<file path="src/rtl/puf_uart_tx.sv">
// puf_uart_tx: serializes one 16-bit RO-PUF response as a 4-byte UART 8N1 frame.
// Frame byte order: HEADER, seq[7:0], seq[15:8], HEADER ^ seq[7:0] ^ seq[15:8].
//
// Ports:
//   clk       system clock (100 MHz board clock)
//   rst       asynchronous, active-high reset
//   start_tx  transmit request (level); a frame starts on its rising edge while idle
//   seq       PUF response; captured at the trigger edge only
//   tx        UART serial line, idle high, registered
//   busy      high from the trigger edge up to (not including) the done edge
//   done      one-cycle pulse on the edge that ends the last stop bit
module puf_uart_tx #(
    parameter int unsigned CLK_FREQ = 100_000_000,
    parameter int unsigned BAUD     = 9600,
    parameter logic [7:0]  HEADER   = 8'hA5
) (
    input  logic        clk,
    input  logic        rst,
    input  logic        start_tx,
    input  logic [15:0] seq,
    output logic        tx,
    output logic        busy,
    output logic        done
);

    // Must be >= 2 for the bit timing to be meaningful.
    localparam int unsigned CLKS_PER_BIT = CLK_FREQ / BAUD;
    localparam int unsigned CNT_W = (CLKS_PER_BIT > 1) ? $clog2(CLKS_PER_BIT) : 1;
    localparam logic [CNT_W-1:0] CNT_LAST = CNT_W'(CLKS_PER_BIT - 1);

    typedef enum logic [1:0] {StIdle, StStart, StData, StStop} state_e;

    state_e           state_q, state_d;
    logic [CNT_W-1:0] baud_cnt_q, baud_cnt_d;
    logic [2:0]       bit_idx_q, bit_idx_d;
    logic [1:0]       byte_idx_q, byte_idx_d;
    logic [31:0]      frame_q, frame_d;
    logic             start_q;
    logic             tx_q, tx_d;
    logic             busy_q, busy_d;
    logic             done_q, done_d;

    logic [7:0]       cur_byte;
    logic [2:0]       bit_nxt;
    logic             bit_end;

    assign bit_nxt = bit_idx_q + 3'd1;
    assign bit_end = (baud_cnt_q == CNT_LAST);

    always_comb begin
        cur_byte = 8'h00;
        unique case (byte_idx_q)
            2'd0: cur_byte = frame_q[31:24];
            2'd1: cur_byte = frame_q[23:16];
            2'd2: cur_byte = frame_q[15:8];
            2'd3: cur_byte = frame_q[7:0];
            default: cur_byte = 8'h00;
        endcase
    end

    always_comb begin
        state_d    = state_q;
        baud_cnt_d = baud_cnt_q;
        bit_idx_d  = bit_idx_q;
        byte_idx_d = byte_idx_q;
        frame_d    = frame_q;
        tx_d       = tx_q;
        busy_d     = busy_q;
        done_d     = 1'b0;

        unique case (state_q)
            StIdle: begin
                tx_d       = 1'b1;
                baud_cnt_d = '0;
                bit_idx_d  = '0;
                if (start_tx && !start_q) begin
                    frame_d    = {HEADER, seq[7:0], seq[15:8], HEADER ^ seq[7:0] ^ seq[15:8]};
                    byte_idx_d = 2'd0;
                    busy_d     = 1'b1;
                    state_d    = StStart;
                    tx_d       = 1'b0;
                end
            end
            StStart: begin
                if (bit_end) begin
                    state_d    = StData;
                    baud_cnt_d = '0;
                    bit_idx_d  = 3'd0;
                    tx_d       = cur_byte[0];
                end else begin
                    baud_cnt_d = baud_cnt_q + 1'b1;
                end
            end
            StData: begin
                if (bit_end) begin
                    baud_cnt_d = '0;
                    if (bit_idx_q == 3'd7) begin
                        state_d = StStop;
                        tx_d    = 1'b1;
                    end else begin
                        bit_idx_d = bit_nxt;
                        tx_d      = cur_byte[bit_nxt];
                    end
                end else begin
                    baud_cnt_d = baud_cnt_q + 1'b1;
                end
            end
            StStop: begin
                if (bit_end) begin
                    baud_cnt_d = '0;
                    if (byte_idx_q == 2'd3) begin
                        state_d = StIdle;
                        busy_d  = 1'b0;
                        done_d  = 1'b1;
                        tx_d    = 1'b1;
                    end else begin
                        // Next byte's start bit follows with no idle gap.
                        byte_idx_d = byte_idx_q + 2'd1;
                        state_d    = StStart;
                        tx_d       = 1'b0;
                    end
                end else begin
                    baud_cnt_d = baud_cnt_q + 1'b1;
                end
            end
            default: begin
                state_d = StIdle;
                tx_d    = 1'b1;
                busy_d  = 1'b0;
            end
        endcase
    end

    always_ff @(posedge clk or posedge rst) begin
        if (rst) begin
            state_q    <= StIdle;
            baud_cnt_q <= '0;
            bit_idx_q  <= '0;
            byte_idx_q <= '0;
            frame_q    <= '0;
            start_q    <= 1'b0;
            tx_q       <= 1'b1;
            busy_q     <= 1'b0;
            done_q     <= 1'b0;
        end else begin
            state_q    <= state_d;
            baud_cnt_q <= baud_cnt_d;
            bit_idx_q  <= bit_idx_d;
            byte_idx_q <= byte_idx_d;
            frame_q    <= frame_d;
            start_q    <= start_tx;
            tx_q       <= tx_d;
            busy_q     <= busy_d;
            done_q     <= done_d;
        end
    end

    assign tx   = tx_q;
    assign busy = busy_q;
    assign done = done_q;

endmodule
</file>
<file path="config.mk">
export PLATFORM = sky130hd
export DESIGN_NAME = puf_uart_tx
export DESIGN_NICKNAME = d
export VERILOG_FILES = /design/src/rtl/puf_uart_tx.sv
export SDC_FILE = /design/constraint.sdc
export NUM_CORES = 1
export LEC_CHECK = 0
export ABC_AREA = 1
export BUFFER_PORTS_ARGS = -buffer_cell sky130_fd_sc_hd__clkbuf_2
export CAP_MARGIN = 10
export CORE_UTILIZATION = 50
export DETAILED_ROUTE_END_ITERATION = 16
export PLACE_DENSITY = 0.66
export SLEW_MARGIN = 20
export SYNTH_ARGS = -nofsm -noshare
export SYNTH_HDL_FRONTEND = slang
export SYNTH_SLANG_ARGS = --single-unit
</file>
<file path="constraint.sdc">
create_clock -name clk -period 2.1 [get_ports clk]
set_input_delay 0.42 -clock clk [delete_from_list [all_inputs] [get_ports clk]]
set_output_delay 0.42 -clock clk [all_outputs]
set_load 0.02 [all_outputs]
</file>
; After elaboration in Yosys (flattened, before gate mapping)
; Index checks and enable logic that the tools add are counted.
[totals]
reg_bits = 50
in_bits = 19
out_inout_bits = 3
word_cells = 77
[classes]
add_sub_neg = 3
order_cmp = 1
eq_ne = 16
muxes = 33
n_bitwise = 2
reduce_logical = 13
[ops]
columns = op, count
row1 = $pmux 8 s4, 1
row2 = $pmux 14 s2, 1
row3 = $mux 2, 8
row4 = $ne 2x2->1 const B, 8
row5 = $add 14x1->14 const B, 1
row6 = $eq 14x14->1 const B, 1
row7 = $mux 14, 1
row8 = $mux 1, 13
row9 = $reduce_and 4->1, 3
row10 = $mux 3, 3
row11 = $pmux 3 s3, 1
row12 = $eq 2x2->1 const B, 4
row13 = $pmux 2 s4, 1
row14 = $xor 8x8->8, 1
row15 = $reduce_and 5->1, 1
row16 = $eq 2x1->1 const B, 2
row17 = $logic_not 2->1, 2
row18 = $lt 3x4->1 const B, 1
row19 = $not 4->4, 1
row20 = $pmux 1 s4, 1
row21 = $pmux 2 s2, 1
row22 = $add 3x1->3 const B, 1
row23 = $bmux 1 s3, 1
row24 = $eq 3x3->1 const B, 1
row25 = 9 further kinds, 9

; Depth between registers and ports, before layout
[logic_depth]
depth_word = 7
mapped_depth = 15
depth_no_buf = 14

; Least setup slack after synthesis
; Ideal clock, no wire load.
[synth_timing]
path_type = reg-to-reg
from = register state_q[0]
to = register frame_q[3]
setup_time_ps = 124
arrival_time_ps = 1513
required_ps = 1976
setup_slack_ps = 464
path_stages_with_launch = 9
n_path_buf = 1
period_less_slack_ps = 1636
path_cell_list = dfrtp_1 > inv_1 > ha_1 > inv_2 > nor3_4 > inv_2 > buf_2 > a21oi_1 > o21ai_1
[synth_via]
elab_chain_cells = 2
[synth_lines]
columns = element, line_no
row1 = "start, declared", 33  ; state_e state_q, state_d;
row2 = "start signal, assigned", 136  ; state_q <= StIdle;
row3 = "start signal, assigned", 146  ; state_q <= state_d;
row4 = $logic_not 2->1, 71  ; unique case (state_q)
row5 = $reduce_and 2->1 (no line), n/a
row6 = "end signal, assigned", 150  ; frame_q <= frame_d;
row7 = "end, declared", 37  ; logic [31:0] frame_q, frame_d;
; Every way passes these cells.
; A chain may end at the register's enable or synchronous reset.

; Worst setup path after layout
[layout_timing]
from = register state_q[0]
to = register frame_q[1]
; The elaborated chain is that of the path after synthesis.

==> results.yml <==
detailed_routing:
  drc: 0
  viasPerCell: 4.86
  drt_wl_total_um: 5170
  drtIter0Drc: 109
  num_vias: 2093
  postRouteAntennaNets: 0
  firstDrtPassIters: 5
  routedWlPerCell_um: 12.0
layout:
  layout.nets: 391
  final_common_cell: "nand2_1"
  n_antenna_cell: 0
  fin_util: 0.581
  drive_gt1_frac: 0.161
  syn_to_final_growth_pct: 10.4
  layout_common_cells: "129 x nand2_1, 49 x dfrtp_1, 31 x inv_1"
cts:
  cts_tree: "yes"
  cts-buffers-inserted: 5
  cts-root-buf: "clkbuf_8"
  cts_buffer_depth: 2
  htree_num_levels: 2
  clk_latency_ns: 0.30
  path_clk_slew_ns: 0.09
  cts_num_sinks: 50
  cts.repair.resized: 0
yosys:
  synth_cell_type_count: 36
  synth_edf_count: 0
  synth_top_area_share: 0.450
  synth_seq_cells: 50
  syn_avg_cell_area_um2: 8.13
  async_reset_ff_frac: 1.00
  yosys_warnings: 0
  ys.flop_type: "dfrtp_1"
  synth.yosys.seq_area_share: 0.460
  netlist_top_cells_area: "dfrtp_1 45%, nand2_1 18%, ha_1 5.5%"
  synth_nets: 366
  yosysTopAreaCell: "dfrtp_1"
  post_synth_inst_count: 335
  syn-cell-area_mm2: 0.00272
floorplan:
  core_area_mm2: 0.00517
  io_pins: 22
  rows: 26
  initial_utilization: 0.527
  dieWidth_um: 75.8
  die_y_um: 75.8
  dieArea_mm2: 0.00575
timing:
  setup_viol: 0
  rsz0062_at_grt: "no"
  setup_tns_ns: 0
  period_needed_ns: 1.80
  max_slew_margin: 0.662
  fmax_ghz: 0.555
  worst_clock_skew_ns: 0.00709
  fin_crit_sh: 0.859
  finalMaxSlewViolations: 0
  worst_pin_slew_ns: 0.507
  hold_viol: 0
critical_path:
  worstPathRequired_ns: 2.28
  endpoint_kind: "register"
  path_cells: "inv_1 > ha_1 > inv_2 > nor3_4 > inv_2 > nand2_1 > nand2_1 > nand2_1 > o21ai_0"
  cp-start-kind: "register"
  path_max_fanout: 31
  max_stage_delay_ns: 0.43
  arrival_ns: 1.99
  crit_top_cell: "nand2_1"
  crit_slowest_cell: "dfrtp_1"
  crit_type: "reg2reg"
  rrSetupSlack_ns: 0.30
power:
  p_leak_uw: 0.00154
  vdd_drop_max_mv: 0.542
  powerDensity_mw_per_mm2: 1130
  total_power_uw: 3380
global_routing:
  grt_overflow: 0
  grt_pass1_wl_um: 9070
  grt_pass1_vias: 2030
  grt_use_total: 0.208
  grt_max_degree: 32
  antenna_found_initial: 0
flow_run:
  max-cap-violations: 0
placed_design:
  routabilityCongestion: 0.808
  hpwl_um: 3830
  numPortBuffers: 21
outcome:
  status: "complete, no violations"
worst_hold_path:
  hold_path_class: "in2reg"
worst max-delay path, delay by kind of cell, from the launching register on:
family,cells,cell delay [ns]
DFF,1,0.43
buffers and inverters,3,0.49
adders and majority gates,1,0.33
and+or+nand+nor,4,0.37
AOI/OAI and AO/OA,1,0.07
what timing repair did:
item,CTS,global route
endpoints found under the hold margin,1,0
hold buffers,1,0
buffers inserted,0,0
metrics by stage:
stage                     setup slack [ns]  cell area (µm²)  instances  hold slack [ns]
after floorplan                      0.464             2720        335            0.442
after global placement               0.310             2910        422            0.252
after detailed placement             0.306             2910        422            0.254
after CTS                            0.279             3010        431            0.231
after global routing                 0.124             3010        431            0.244
final                                0.297             3010        431            0.237
report_power, final:
| part | switching (µW) | internal, µW |
|---|---|---|
| Sequential | 216 | 1290 |
| Clock | 306 | 266 |
| Combinational | 821 | 486 |
final timing paths:
kind / from / end / cells past startpoint
max: state_q[0]$_DFFE_PP0P_ / frame_q[1]$_DFFE_PP0P_ / 9
min: start_tx / start_q$_DFF_PP0_ / 1
max reg2reg: state_q[0]$_DFFE_PP0P_ / frame_q[1]$_DFFE_PP0P_ / 9
min reg2reg: frame_q[21]$_DFFE_PP0P_ / frame_q[21]$_DFFE_PP0P_ / 2
max in group asynchronous: rst / tx$_DFFE_PP1P_ / 4
min in group asynchronous: rst / frame_q[7]$_DFFE_PP0P_ / 3
cells in the mapped netlist, types with 3 or more instances:
cell,instances
a21oi_1,9
buf_2,3
clkbuf_1,3
dfrtp_1,49
ha_1,12
inv_1,32
inv_2,6
nand2_1,129
nand2_2,4
nand3_1,14
nand3_2,4
nand4_1,4
nor2_1,13
nor3_1,3
o21a_1,3
o21ai_1,15
xor2_1,6
logic make-up (layout without fill, tap and decap cells):
| kind of cell | Yosys count | count (layout) | share of synthesized area |
|---|---|---|---|
| AND/OR/NAND/NOR | 182 | 182 | 0.309 |
| flip-flops | 50 | 50 | 0.460 |
| buffers and inverters | 45 | 71 | 0.0648 |
| AO/OA/AOI/OAI | 38 | 38 | 0.0859 |
| adder cells (fa/ha/maj) | 12 | 12 | 0.0551 |
| XOR/XNOR | 8 | 8 | 0.0257 |
flip-flops by register name, summed over array words and instances, names as in the netlist:
signal and flops:
done 1, start_q 1, byte_idx_q 2, busy 1, state_q 2, baud_cnt_q 14
tx 1, bit_idx_q 3, frame_q 25
metal layers:
layer	GRT usage	up-vias	routed length (µm)
met5	0	-	0
met4	0.0535	0	50
met3	0.0317	5	123
met2	0.345	26	2450
met1	0.286	946	2540
li1	-	1116	-
layout make-up:
type	instances	area (µm²)
clock buffers	7	86.3
clock inverters	1	5.00
fillers	490	2170
inverters	38	143
multi-input cells	240	1290
flip-flops and latches	50	1250
well taps	70	87.6
repair buffers	25	138
Note: power is estimated with default switching activity, not from simulation.
